===== src/rtl/instr_prefetch.sv =====
// Instruction prefetch queue for the 8080 core: fetches 3-byte windows at the PC,
// length-decodes each opcode and queues {pc, bytes, len} for the decoder.
module instr_prefetch #(
  parameter int          DEPTH    = 4,
  parameter logic [15:0] RESET_PC = 16'h0000
) (
  input  logic        clk,
  input  logic        rst_n,
  output logic [15:0] fetch_addr,
  input  logic [23:0] fetch_data,
  input  logic        redirect_valid,
  input  logic [15:0] redirect_pc,
  output logic        iq_valid,
  input  logic        iq_ready,
  output logic [15:0] iq_pc,
  output logic [23:0] iq_instr,
  output logic [1:0]  iq_len,
  output logic        halted
);

  localparam int PW = (DEPTH > 1) ? $clog2(DEPTH) : 1;
  localparam int CW = PW + 1;
  localparam logic [CW-1:0] FULL_CNT = CW'(DEPTH);
  localparam logic [CW-1:0] LAST_CNT = CW'(DEPTH - 1);

  typedef enum logic [1:0] {
    ISSUE,
    WAIT,
    CAPTURE,
    HALT
  } state_t;

  state_t        state, state_next;
  logic [15:0]   pc;
  logic [15:0]   pc_inc;
  logic [7:0]    opcode;
  logic [1:0]    cap_len;
  logic          enq, deq;
  logic [PW-1:0] wr_ptr, rd_ptr;
  logic [CW-1:0] count;

  logic [15:0]   q_pc    [DEPTH];
  logic [23:0]   q_instr [DEPTH];
  logic [1:0]    q_len   [DEPTH];

  function automatic logic [1:0] decode_len(input logic [7:0] o);
    logic [1:0] l;
    l = 2'd1;
    if ((o[7:6] == 2'b00 && o[3:0] == 4'b0001) ||
        o == 8'h22 || o == 8'h2A || o == 8'h32 || o == 8'h3A ||
        o == 8'hC3 || o == 8'hCB ||
        (o[7:6] == 2'b11 && o[2:0] == 3'b010) ||
        o == 8'hCD || o == 8'hDD || o == 8'hED || o == 8'hFD ||
        (o[7:6] == 2'b11 && o[2:0] == 3'b100))
      l = 2'd3;
    else if ((o[7:6] == 2'b00 && o[2:0] == 3'b110) ||
             (o[7:6] == 2'b11 && o[2:0] == 3'b110) ||
             o == 8'hD3 || o == 8'hDB)
      l = 2'd2;
    return l;
  endfunction

  assign opcode  = fetch_data[23:16];
  assign cap_len = decode_len(opcode);
  assign pc_inc  = pc + {14'd0, cap_len};
  assign enq     = (state == CAPTURE);
  assign deq     = iq_valid && iq_ready;

  assign iq_valid = (count != '0);
  assign iq_pc    = q_pc[rd_ptr];
  assign iq_instr = q_instr[rd_ptr];
  assign iq_len   = q_len[rd_ptr];
  assign halted   = (state == HALT);

  // CAPTURE drives the next PC straight to memory so the following read overlaps
  always_comb begin
    state_next = state;
    fetch_addr = pc;
    case (state)
      ISSUE:   if (count < FULL_CNT) state_next = WAIT;
      WAIT:    state_next = CAPTURE;
      CAPTURE: begin
        fetch_addr = pc_inc;
        if (opcode == 8'h76)
          state_next = HALT;
        else if (count < LAST_CNT)
          state_next = WAIT;
        else
          state_next = ISSUE;
      end
      HALT:    state_next = HALT;
      default: state_next = ISSUE;
    endcase
    if (redirect_valid)
      state_next = ISSUE;
  end

  always_ff @(posedge clk or negedge rst_n) begin
    if (!rst_n) begin
      state <= ISSUE;
      pc    <= RESET_PC;
    end else begin
      state <= state_next;
      if (redirect_valid)
        pc <= redirect_pc;
      else if (state == CAPTURE)
        pc <= pc_inc;
    end
  end

  // Redirect wins over any same-cycle enqueue or dequeue
  always_ff @(posedge clk or negedge rst_n) begin
    if (!rst_n) begin
      wr_ptr <= '0;
      rd_ptr <= '0;
      count  <= '0;
    end else if (redirect_valid) begin
      wr_ptr <= '0;
      rd_ptr <= '0;
      count  <= '0;
    end else begin
      if (enq)
        wr_ptr <= wr_ptr + 1'b1;
      if (deq)
        rd_ptr <= rd_ptr + 1'b1;
      case ({enq, deq})
        2'b10:   count <= count + 1'b1;
        2'b01:   count <= count - 1'b1;
        default: count <= count;
      endcase
    end
  end

  always_ff @(posedge clk or negedge rst_n) begin
    if (!rst_n) begin
      for (int i = 0; i < DEPTH; i++) begin
        q_pc[i]    <= '0;
        q_instr[i] <= '0;
        q_len[i]   <= '0;
      end
    end else if (enq && !redirect_valid) begin
      q_pc[wr_ptr]    <= pc;
      q_instr[wr_ptr] <= fetch_data;
      q_len[wr_ptr]   <= cap_len;
    end
  end

endmodule

===== config.mk =====
export PLATFORM = sky130hd
export DESIGN_NAME = instr_prefetch
export DESIGN_NICKNAME = d
export VERILOG_FILES = /design/src/rtl/instr_prefetch.sv
export SDC_FILE = /design/constraint.sdc
export NUM_CORES = 1
export LEC_CHECK = 0
export BUFFER_PORTS_ARGS = -buffer_cell sky130_fd_sc_hd__buf_2
export CAP_MARGIN = 30
export CELL_PAD_IN_SITES_DETAIL_PLACEMENT = 1
export CELL_PAD_IN_SITES_GLOBAL_PLACEMENT = 1
export CORE_ASPECT_RATIO = 1.75
export CORE_MARGIN = 5
export CORE_UTILIZATION = 44
export DETAILED_ROUTE_END_ITERATION = 12
export GPL_TIMING_DRIVEN = 0
export PLACE_DENSITY_LB_ADDON = 0.05
export REMOVE_ABC_BUFFERS = 1
export SLEW_MARGIN = 20
export SYNTH_ARGS = -nofsm -noshare
export SYNTH_HDL_FRONTEND = slang
export SYNTH_SLANG_ARGS = --single-unit

===== constraint.sdc =====
create_clock -name clk -period 2.4 [get_ports clk]
set_clock_uncertainty 0.1 [all_clocks]
set_input_delay 0.12 -clock clk [delete_from_list [all_inputs] [get_ports clk]]
set_output_delay 0.12 -clock clk [all_outputs]
set_load 0.02 [all_outputs]

==> results.toml <==
[placed_design]
pre_cts_ws_ns = -0.5176
numPortBuffers = 103
dp_hpwl_mm = 14.28
globalplace.congestion = 0.7313

[detailed_routing]
drtAntennaViolNets = 0
dr.pass1.iters = 4
initialDrtViolationCount = 187
vias = 5610
finalWirelength_mm = 22.17
viasPerCell = 5.452
drt-wirelength-per-cell_um = 21.55
drc = 0

[clock_tree]
clk_pin_slew_ns = 0.08
cts_made_buffers = 17
cts-root-buf = "clkbuf_16"
h-tree-depth = 4
cts_tree = "built"
clock_latency_ns = 0.44
cts.sink_count = 193
clockBufferDepth = 2

[logic_synthesis]
seq_area_frac_synth_pct = 53.63
synth.mux.area_fraction_pct = 32.36
ys_types = 40
synth-xor-area-share_pct = 1.653
synth-simple-area-share_pct = 5.571
ys.flop_type = "dfrtp_1"
synth-edff-count = 0
postSynthAreaPerCell_um2 = 15.01
yosys_warnings = 0
synthesis.area_mm2 = 0.009006
synth_compound_area_share_pct = 1.806
syn_inst = 600
synthArstFlopShare_pct = 100.0
synthAdderAreaFrac_pct = 1.278
yosys_register_bits = 193
synth_top_family_by_area = "multiplexers"

[sta]
rsz0062_at_grt = "yes"
worstMarginPinSlew_ns = 0.7733
fmax_mhz = 414.3
fin_tns_setup_ns = -0.01839
slew_violations = 0
min_period_over_period_pct = 100.6
fin_ws_ns = -0.01374
min_period_ns = 2.414
hold_violations = 0
setup_violations = 2
fin_hold_ws_ns = 0.01617
relSlewSlack_pct = 48.45

[critical_path]
cp_slowest_stage_delay_ns = 0.42
cp-start-kind = "flip-flop"
critPathMostFrequentCell = "buf_6"
arrival_ns = 2.19
crit_path_top_delay_cell = "dfrtp_1"
setup.worst_path.end_class = "primary output"
crit_family = "flip-flops"
path_buf_inv = 2
crit_fanout = 5
critical_path.cell_chain = "ha_4 > fa_2 > nand4b_1 > buf_6 > nor4_4 > xor2_2 > buf_6"
required_ns = 2.18
crit_type = "flip-flop to primary output"

[global_route]
overflow = 0
grt_pass1_wl_mm = 36.14
grt_max_degree = 107
antenna_found_initial = 0
grt_pass1_vias = 6423
grtUsageTotal_pct = 19.70

[pwr]
ir_drop_mv = 0.5278
powerDensity_mw_per_mm2 = 1008
leakage_nw = 5.224
p_total_w = 0.01146

[floorplan]
die_area_mm2 = 0.02354
rows = 69
start_util_pct = 44.58
die_w_um = 118.2
die_height_um = 199.3
core_mm2 = 0.02020
io_pins = 104

[cells_and_area]
multiInputGateArea_mm2 = 0.004013
area_growth_pct = 26.26
drive_above_1_share_pct = 52.75
fin_nets = 820
fin_util_pct = 56.29
register_area_mm2 = 0.004845
antenna_cells = 0
nFillCells = 1952

[run]
max_cap_viol_count = 0

[outcome]
outcome = "finished with violations"
violations = "negative setup slack"

[hold_path]
hp-class = "input pin to flip-flop"
cell usage after synthesis, drive strengths merged, types with 2 or more instances:
| cell | n | area, µm² |
|---|---|---|
| dfrtp | 193 | 4830 |
| mux2 | 173 | 1948 |
| mux4 | 42 | 945.9 |
| buf | 28 | 240.2 |
| nor2 | 24 | 90.09 |
| clkbuf | 18 | 67.56 |
| nand2 | 18 | 67.56 |
| xor2 | 11 | 96.34 |
| a21oi | 9 | 45.04 |
| a31oi | 7 | 43.79 |
| inv | 7 | 26.27 |
| nand4 | 7 | 43.79 |
| ha | 6 | 75.07 |
| nor3 | 6 | 30.03 |
| nor3b | 6 | 90.08 |
| xnor2 | 6 | 52.55 |
| nand3 | 5 | 25.02 |
| nor4 | 5 | 52.55 |
| o21ai | 4 | 20.02 |
| and2 | 3 | 18.77 |
| and3 | 3 | 18.77 |
| nand2b | 3 | 18.77 |
| a31o | 2 | 17.52 |
| fa | 2 | 40.04 |
| mux2i | 2 | 20.02 |
| nand4b | 2 | 17.52 |
per-layer routing:
layer | global-route usage, % | share of wire (%) | vias to the layer above
li1 | - | - | 2521
met1 | 24.25 | 42 | 2977
met2 | 35.42 | 54 | 95
met3 | 3.937 | 2.6 | 17
met4 | 5.060 | 1.1 | 0
met5 | 0 | 0 | -
placed cells by master, fill, tap and decap left out, drive strengths merged, types with 5 or more instances in the layout:
master         n
nand2         18
xnor2          6
nand4          7
a21oi          9
mux2         173
xor2          11
nor2          24
nor3           6
nor4           5
nand3          5
mux4          42
buf          148
inv           11
nor3b          6
ha             6
dfrtp        193
dlygate4sd3   47
clkbuf        19
clkinvlp       5
a31oi          7
final cells by class:
cell class,count,share of cell area (%)
clock buffer,19,3.983
clock inverter,13,1.320
inverter,7,0.2311
multi-input combinational,354,35.29
sequential,193,42.61
tap,248,2.729
timing repair buffer,195,13.84
worst min-delay path, stage by stage:
cell	delay, ns
buf_4	0.12
and3_4	0.22
a21oi_1	0.07
cell families after synthesis:
| family | after synthesis |
|---|---|
| adder cells (fa/ha/maj) | 8 |
| flip-flops | 193 |
| multiplexers | 217 |
| buffers and inverters | 53 |
| AO/OA/AOI/OAI | 26 |
| XOR/XNOR | 17 |
| AND/OR/NAND/NOR | 86 |
sequential cells by signal, summed over array words and instances, names as in the netlist:
register  cells
pc           16
q_pc         64
rd_ptr        2
q_len         8
count         3
state         2
wr_ptr        2
q_instr      96
path summary, 6_finish.rpt:
check / endpoint / slack (ns) / startpoint / cells after the start
worst min register to register: q_pc[20] / 0.38 / q_pc[20] / 1
worst min-delay path: q_len[2] / 0.02 / fetch_data[17] / 3
worst max-delay path: fetch_addr[12] / -0.01 / pc[0] / 7
max in group asynchronous: rd_ptr[0] / 0.99 / rst_n / 3
worst max register to register: count[2] / 0.21 / state[1] / 6
min in group asynchronous: q_instr[79] / 0.18 / rst_n / 2
what timing repair did:
action | 4_1_cts | 5_1_grt
buffers inserted | 24 | 4
hold buffers | 47 | 0
hold endpoints to repair | 203 | 0
pin swaps | 11 | 8
resized for setup | 37 | 26
setup endpoints to repair | 150 | 13
where the power goes:
group	leakage [nW]	switching (W)	internal, W
combinational	2.42	0.00193	0.00202
sequential	2.53	0.000563	0.00403
clock	0.279	0.00131	0.00161
total	5.22	0.00380	0.00766
per-stage QoR:
step	area, µm²	cells
2_1_floorplan	8698	554
3_3_place_gp	9524	905
3_5_place_dp	9792	923
4_1_cts	11250	1025
5_1_grt	11370	1029
6_report	11370	1029
(Power assumes the default switching activity.)
